===== src/rtl/rvx_core_div_pkg.sv =====
// Shared constants, FSM encoding and operand helpers for the RV32M iterative divider.
package rvx_core_div_pkg;

  localparam int unsigned XLEN  = 32;
  localparam int unsigned CNT_W = 5;

  localparam logic [2:0] RISCV_FUNCT3_DIV  = 3'b100;
  localparam logic [2:0] RISCV_FUNCT3_DIVU = 3'b101;
  localparam logic [2:0] RISCV_FUNCT3_REM  = 3'b110;
  localparam logic [2:0] RISCV_FUNCT3_REMU = 3'b111;

  localparam logic [XLEN-1:0] INT_MIN = {1'b1, {(XLEN-1){1'b0}}};

  typedef enum logic [1:0] {
    RVX_DIV_IDLE = 2'd0,
    RVX_DIV_BUSY = 2'd1,
    RVX_DIV_DONE = 2'd2
  } div_state_e;

  typedef struct packed {
    logic is_signed;
    logic is_rem;
  } div_op_t;

  // Unrecognised funct3 values fall through to DIVU.
  function automatic div_op_t decode_op(input logic [2:0] f3);
    div_op_t op;
    op = '0;
    case (f3)
      RISCV_FUNCT3_DIV:  op.is_signed = 1'b1;
      RISCV_FUNCT3_REM:  begin op.is_signed = 1'b1; op.is_rem = 1'b1; end
      RISCV_FUNCT3_REMU: op.is_rem = 1'b1;
      default:           op = '0;
    endcase
    return op;
  endfunction

  function automatic logic [XLEN-1:0] abs_val(input logic [XLEN-1:0] v, input logic is_signed);
    return (is_signed && v[XLEN-1]) ? XLEN'(-v) : v;
  endfunction

endpackage


===== src/rtl/rvx_core_div_step.sv =====
// One restoring-division iteration: shift in the next dividend bit, compare, subtract.
module rvx_core_div_step
  import rvx_core_div_pkg::*;
(
  input  logic [XLEN-1:0] rem,
  input  logic [XLEN-1:0] dvd,
  input  logic [XLEN-1:0] dvs,
  output logic [XLEN-1:0] rem_next,
  output logic [XLEN-1:0] dvd_next
);

  logic [XLEN:0] shifted;
  logic [XLEN:0] dvs_ext;
  logic          qbit;

  // The shifted partial remainder needs XLEN+1 bits before the compare.
  always_comb begin
    shifted  = {rem, dvd[XLEN-1]};
    dvs_ext  = {1'b0, dvs};
    qbit     = (shifted >= dvs_ext);
    rem_next = qbit ? XLEN'(shifted - dvs_ext) : XLEN'(shifted);
    dvd_next = {dvd[XLEN-2:0], qbit};
  end

endmodule


===== src/rtl/rvx_core_div.sv =====
// Iterative radix-2 RV32M divider (DIV/DIVU/REM/REMU) stalling stage 2 until done.
module rvx_core_div
  import rvx_core_div_pkg::*;
#(
  parameter bit FAST_SPECIAL = 1'b1
) (
  input  logic            clock,
  input  logic            reset_n,
  input  logic            div_start_s2,
  input  logic            flush_s2,
  input  logic [2:0]      funct3_s2,
  input  logic [XLEN-1:0] rs1_data_s2,
  input  logic [XLEN-1:0] rs2_data_s2,
  output logic            stall_div_s2,
  output logic            div_valid_s2,
  output logic [XLEN-1:0] div_output_s2
);

  div_state_e       state_q, state_d;
  logic [CNT_W-1:0] count_q, count_d;
  logic [XLEN-1:0]  rem_q, rem_d;
  logic [XLEN-1:0]  dvd_q, dvd_d;
  logic [XLEN-1:0]  dvs_q, dvs_d;
  logic             neg_quot_q, neg_quot_d;
  logic             neg_rem_q, neg_rem_d;
  logic             is_rem_q, is_rem_d;
  logic             special_q, special_d;
  logic [XLEN-1:0]  spec_res_q, spec_res_d;
  logic             valid_q, valid_d;
  logic [XLEN-1:0]  out_q, out_d;

  div_op_t          op_c;
  logic             div_zero_c;
  logic             overflow_c;
  logic             special_c;
  logic [XLEN-1:0]  spec_res_c;
  logic [XLEN-1:0]  step_rem_c;
  logic [XLEN-1:0]  step_dvd_c;
  logic [XLEN-1:0]  quot_fix_c;
  logic [XLEN-1:0]  rem_fix_c;
  logic [XLEN-1:0]  final_res_c;
  logic             stall_c;

  rvx_core_div_step u_step (
    .rem      (rem_q),
    .dvd      (dvd_q),
    .dvs      (dvs_q),
    .rem_next (step_rem_c),
    .dvd_next (step_dvd_c)
  );

  // Special-case detection on the incoming operands.
  always_comb begin
    op_c       = decode_op(funct3_s2);
    div_zero_c = (rs2_data_s2 == '0);
    overflow_c = op_c.is_signed && (rs1_data_s2 == INT_MIN) && (rs2_data_s2 == '1);
    special_c  = div_zero_c || overflow_c;
    if (div_zero_c) spec_res_c = op_c.is_rem ? rs1_data_s2 : '1;
    else            spec_res_c = op_c.is_rem ? '0 : INT_MIN;
  end

  // Sign fixup applied to the last iteration's outputs as they are captured.
  always_comb begin
    quot_fix_c  = neg_quot_q ? XLEN'(-step_dvd_c) : step_dvd_c;
    rem_fix_c   = neg_rem_q ? XLEN'(-step_rem_c) : step_rem_c;
    final_res_c = special_q ? spec_res_q : (is_rem_q ? rem_fix_c : quot_fix_c);
  end

  always_comb begin
    state_d    = state_q;
    count_d    = count_q;
    rem_d      = rem_q;
    dvd_d      = dvd_q;
    dvs_d      = dvs_q;
    neg_quot_d = neg_quot_q;
    neg_rem_d  = neg_rem_q;
    is_rem_d   = is_rem_q;
    special_d  = special_q;
    spec_res_d = spec_res_q;
    valid_d    = 1'b0;
    out_d      = out_q;
    stall_c    = 1'b0;

    case (state_q)
      RVX_DIV_IDLE: begin
        if (div_start_s2 && !flush_s2) begin
          stall_c    = 1'b1;
          count_d    = CNT_W'(XLEN - 1);
          rem_d      = '0;
          dvd_d      = abs_val(rs1_data_s2, op_c.is_signed);
          dvs_d      = abs_val(rs2_data_s2, op_c.is_signed);
          neg_quot_d = op_c.is_signed && (rs1_data_s2[XLEN-1] ^ rs2_data_s2[XLEN-1]);
          neg_rem_d  = op_c.is_signed && rs1_data_s2[XLEN-1];
          is_rem_d   = op_c.is_rem;
          special_d  = special_c;
          spec_res_d = spec_res_c;
          if (FAST_SPECIAL && special_c) begin
            state_d = RVX_DIV_DONE;
            valid_d = 1'b1;
            out_d   = spec_res_c;
          end else begin
            state_d = RVX_DIV_BUSY;
          end
        end
      end
      RVX_DIV_BUSY: begin
        stall_c = 1'b1;
        if (flush_s2) begin
          state_d = RVX_DIV_IDLE;
          count_d = '0;
        end else begin
          rem_d = step_rem_c;
          dvd_d = step_dvd_c;
          if (count_q == '0) begin
            state_d = RVX_DIV_DONE;
            valid_d = 1'b1;
            out_d   = final_res_c;
          end else begin
            count_d = count_q - CNT_W'(1);
          end
        end
      end
      RVX_DIV_DONE: begin
        // Start is the same instruction retiring, so it is not re-accepted here.
        state_d = RVX_DIV_IDLE;
      end
      default: begin
        state_d = RVX_DIV_IDLE;
      end
    endcase
  end

  always_ff @(posedge clock or negedge reset_n) begin
    if (!reset_n) begin
      state_q    <= RVX_DIV_IDLE;
      count_q    <= '0;
      rem_q      <= '0;
      dvd_q      <= '0;
      dvs_q      <= '0;
      neg_quot_q <= 1'b0;
      neg_rem_q  <= 1'b0;
      is_rem_q   <= 1'b0;
      special_q  <= 1'b0;
      spec_res_q <= '0;
      valid_q    <= 1'b0;
      out_q      <= '0;
    end else begin
      state_q    <= state_d;
      count_q    <= count_d;
      rem_q      <= rem_d;
      dvd_q      <= dvd_d;
      dvs_q      <= dvs_d;
      neg_quot_q <= neg_quot_d;
      neg_rem_q  <= neg_rem_d;
      is_rem_q   <= is_rem_d;
      special_q  <= special_d;
      spec_res_q <= spec_res_d;
      valid_q    <= valid_d;
      out_q      <= out_d;
    end
  end

  assign stall_div_s2  = stall_c;
  assign div_valid_s2  = valid_q;
  assign div_output_s2 = out_q;

endmodule


===== config.mk =====
export PLATFORM = sky130hd
export DESIGN_NAME = rvx_core_div
export DESIGN_NICKNAME = d
export VERILOG_FILES = /design/src/rtl/rvx_core_div_pkg.sv /design/src/rtl/rvx_core_div_step.sv /design/src/rtl/rvx_core_div.sv
export SDC_FILE = /design/constraint.sdc
export NUM_CORES = 1
export LEC_CHECK = 0
export CORE_ASPECT_RATIO = 1.4
export CORE_UTILIZATION = 25
export DETAILED_ROUTE_END_ITERATION = 10
export GPL_TIMING_DRIVEN = 0
export PLACE_DENSITY_LB_ADDON = 0.3
export REMOVE_ABC_BUFFERS = 1
export SETUP_SLACK_MARGIN = 0.15
export SYNTH_ARGS = -nofsm -noshare
export SYNTH_HDL_FRONTEND = slang
export SYNTH_SLANG_ARGS = --single-unit

===== constraint.sdc =====
create_clock -name clock -period 7.98 [get_ports clock]
set_input_delay 1.995 -clock clock [delete_from_list [all_inputs] [get_ports clock]]
set_output_delay 1.995 -clock clock [all_outputs]
set_load 0.02 [all_outputs]

==> summary.txt <==
Cells and area
  – Sequential cell area: 4310 µm²
  – Nets: 1900
  – Ant diodes: 0
  – # fillers: 5785
  – Multi-input gate area: 8740 µm²
  – Area Growth Syn to Fin: 15.7%
  – Most frequent cells in the layout: nand2_1 (223), o21ai_0 (221), dfrtp_1 (170)
  – Layout cells sized above 1: 5.55%
  – Core Util, Final: 29.4%
  – Most common cell after layout, fill and taps aside: nand2_1
  – Final instance area: 16000 µm²

Logic synthesis
  – Netlist cell types: 103
  – Number of flops mapped to enable cells by yosys: 0
  – Yosys warns: 0
  – Synth Area per Inst: 7.85 µm²
  – Main synth FF type: dfrtp_1
  – Netlist Area Pre-Place: 13900 µm²
  – Synthesis-stage register bit count: 172
  – Ys async rst share: 100%
  – Post-synthesis cell count: 1764
  – Seq/Total Area, Yosys: 31.1%

Floorplan
  – Row Count: 101
  – Starting Density: 25.4%
  – Die width: 201 µm
  – Die Area: 56400 µm²
  – Die Y: 281 µm
  – IO Pins: 105
  – CORE AREA: 54500 µm²

Clock network
  – Count of hold-fix buffers inserted at cts: 0
  – Clock sink count: 172
  – Post-CTS Resized: 0
  – Clk buf depth: 2
  – CTS tree: built
  – Clock-pin slew on the worst setup and hold paths: 0.07 ns
  – Worst skew pair latency: 0.47 ns
  – H-tree depth: 4
  – Root Buffer: clkbuf_16
  – Num CTS Buffers: 17
  – Post-CTS setup buffer count: 0

Worst setup path
  – Req. time, crit path: 8.30 ns
  – RR Endpoint: div_output_s2[16]
  – Reg-to-reg setup timing slack: 1.06 ns
  – Critical path peak fanout: 21
  – Reg2Reg Depth: 19
  – CP Data Arrival Time: 7.70 ns
  – Worst Setup End Kind: flop
  – R2r startpoint: rem_q[5]
  – Worst-path cell chain: clkdlybuf4s50_1 > inv_1 > ha_1 > or3b_2 > nor3_1 > and4_1 > nand4_1 > o21ai_1 > a21oi_4 > inv_1 > o21ai_0 > a2111oi_0 > nor2_1
  – Slowest CP cell: o21ai_1
  – Crit start category: input pin
  – Most used cell, CP: inv_1
  – Worst path max stage delay: 0.77 ns
  – CP Class: in2reg

Power
  – PD cells: 374 nW/µm²
  – Pleak: 6.29 nW
  – Net Sw Power: 0.00312 W
  – Reg power frac: 21.1%
  – Total Power: 0.00600 W
  – Clk pwr share: 14.8%
  – Sw frac: 52.0%
  – Combinational share of power: 64.1%
  – Worst vdd ir: 245 µV
  – P_int: 0.00288 W

Global routing
  – GR Util met2: 31.3%
  – Initial antenna violation count: 0
  – Met1 usage: 21.3%
  – First-pass GRT wire length: 77200 µm
  – Grt total ovfl: 0
  – All-Layer GR Usage: 17.6%
  – Largest net degree at the start of global routing: 90
  – Global-route layer with the greatest usage: met2
  – Vias in the first global route: 13200
  – Met3 usage: 2.02%

STA
  – RSZ-0062 raised after global routing: false
  – Final Setup Violations: 0
  – Headroom to the max-slew limit: 12.6%
  – Slew Limit Fails: 0
  – Fmax: 136 MHz
  – Worst-Margin Slew: 1.30 ns
  – Final Hold Fails: 0
  – Fin crit period: 7.38 ns
  – Worst Skew: 0.0189 ns
  – WHS: 0.476 ns
  – Setup total negative slack: 0 ns
  – Period utilization: 92.4%

Placement
  – Post-DP HPWL: 37400 µm
  – Port Buffers: 104
  – Placer congestion estimate: 0.952
  – Cell Area, Placed: 15400 µm²

Min path
  – Hold Path Class: reg2reg
  – Hold Crit Depth: 1
  – Hold path endpoint: spec_res_q[27]
  – Beginning of the worst hold path: spec_res_q[27]

Detailed routing
  – Wire length per cell: 19.6 µm
  – Routed WL: 49300 µm
  – TritonRoute pass-1 iters: 5
  – Final ANT Viol Nets: 0
  – Via count: 13200
  – Post-route DRC: 0
  – Vias/cell: 5.24
  – DR iter-0 viols: 1038

Status
  – Outcome: finished clean

Job
  – Max-Cap Viols: 0
[cell type report]
class                   instances  share of cell area (%)
flip-flops and latches        172                    26.9
inverters                      65                    1.52
multi-input cells            1419                    54.5
well taps                     721                    5.63
clock buffers                  17                    2.65
repair buffers                114                    7.70
clock inverters                15                    1.10
[logic make-up after synthesis]
family | share of synthesized area (%)
muxes | 2.57
adders and majority gates | 3.67
AOI/OAI and AO/OA | 26.9
and+or+nand+nor | 21.5
buffers and inverters | 6.18
xor gates and xnor gates | 8.09
DFF | 31.1
[Yosys cell counts (12+ instances only)]
| master | instances | area (µm²) |
|---|---|---|
| nand2_1 | 225 | 845 |
| o21ai_0 | 221 | 1110 |
| dfrtp_1 | 172 | 4300 |
| a21oi_1 | 150 | 751 |
| nor2_1 | 147 | 552 |
| clkbuf_1 | 73 | 274 |
| xnor2_1 | 66 | 578 |
| inv_1 | 63 | 236 |
| xor2_1 | 62 | 543 |
| nor3_1 | 53 | 265 |
| o31ai_1 | 51 | 383 |
| ha_1 | 39 | 488 |
| nand4_1 | 32 | 200 |
| mux2i_1 | 30 | 300 |
| nand3_1 | 30 | 150 |
| or3_1 | 23 | 144 |
| a211oi_1 | 22 | 165 |
| a21o_1 | 16 | 120 |
| or4_1 | 15 | 113 |
| a31oi_1 | 14 | 87.6 |
| nor4_1 | 14 | 87.6 |
| nand2b_1 | 12 | 75.1 |
[through the flow]
stage | worst slack (ns) | cells
final | 0.603 | 2523
after global routing | 0.424 | 2523
after CTS | 0.676 | 2523
after detailed placement | 0.191 | 2491
after global placement | -3.91 | 2481
after floorplan | 1.55 | 1656
[power by group through the flow]
| stage | Combinational, W | Clock (W) | Sequential [W] |
|---|---|---|---|
| after floorplan | 0.00278 | 0 | 0.00120 |
| after global placement | 0.00375 | 0 | 0.00127 |
| after detailed placement | 0.00378 | 0 | 0.00127 |
| after CTS | 0.00381 | 0.000909 | 0.00126 |
| after global routing | 0.00422 | 0.000934 | 0.00129 |
| final | 0.00385 | 0.000886 | 0.00126 |
[worst max path at each step]
stage	from	end	cells past startpoint
4_1_cts	rs2_data_s2[2]	div_output_s2[11]	11
2_1_floorplan	state_q[0]	div_output_s2[11]	8
5_1_grt	rs2_data_s2[0]	div_output_s2[11]	13
6_report	rs2_data_s2[0]	div_output_s2[11]	13
3_3_place_gp	state_q[0]	div_output_s2[11]	8
3_5_place_dp	rs2_data_s2[2]	div_output_s2[11]	11
[layer usage]
metal | vias up | share of wire [%] | wire (µm)
met1 | 6336 | 43 | 21400
met4 | 0 | 3.1 | 1550
li1 | 6466 | - | -
met3 | 77 | 3.2 | 1570
met5 | - | 0 | 0
met2 | 336 | 50 | 24800
[state kept, by name, indices dropped and copies added, names as in the netlist]
register       count
dvd_q             32
neg_quot_q         1
count_q            5
state_q            2
special_q          1
div_output_s2     32
div_valid_s2       1
spec_res_q        32
dvs_q             32
is_rem_q           1
neg_rem_q          1
rem_q             32
[worst max-delay path, delay by kind of cell]
family                   cells  cell delay (ns)
AO/OA/AOI/OAI                4             1.83
buffers and inverters        3             1.31
AND/OR/NAND/NOR              5             2.35
adder cells (fa/ha/maj)      1             0.17
No activity file was read; power rests on OpenSTA's default activity.
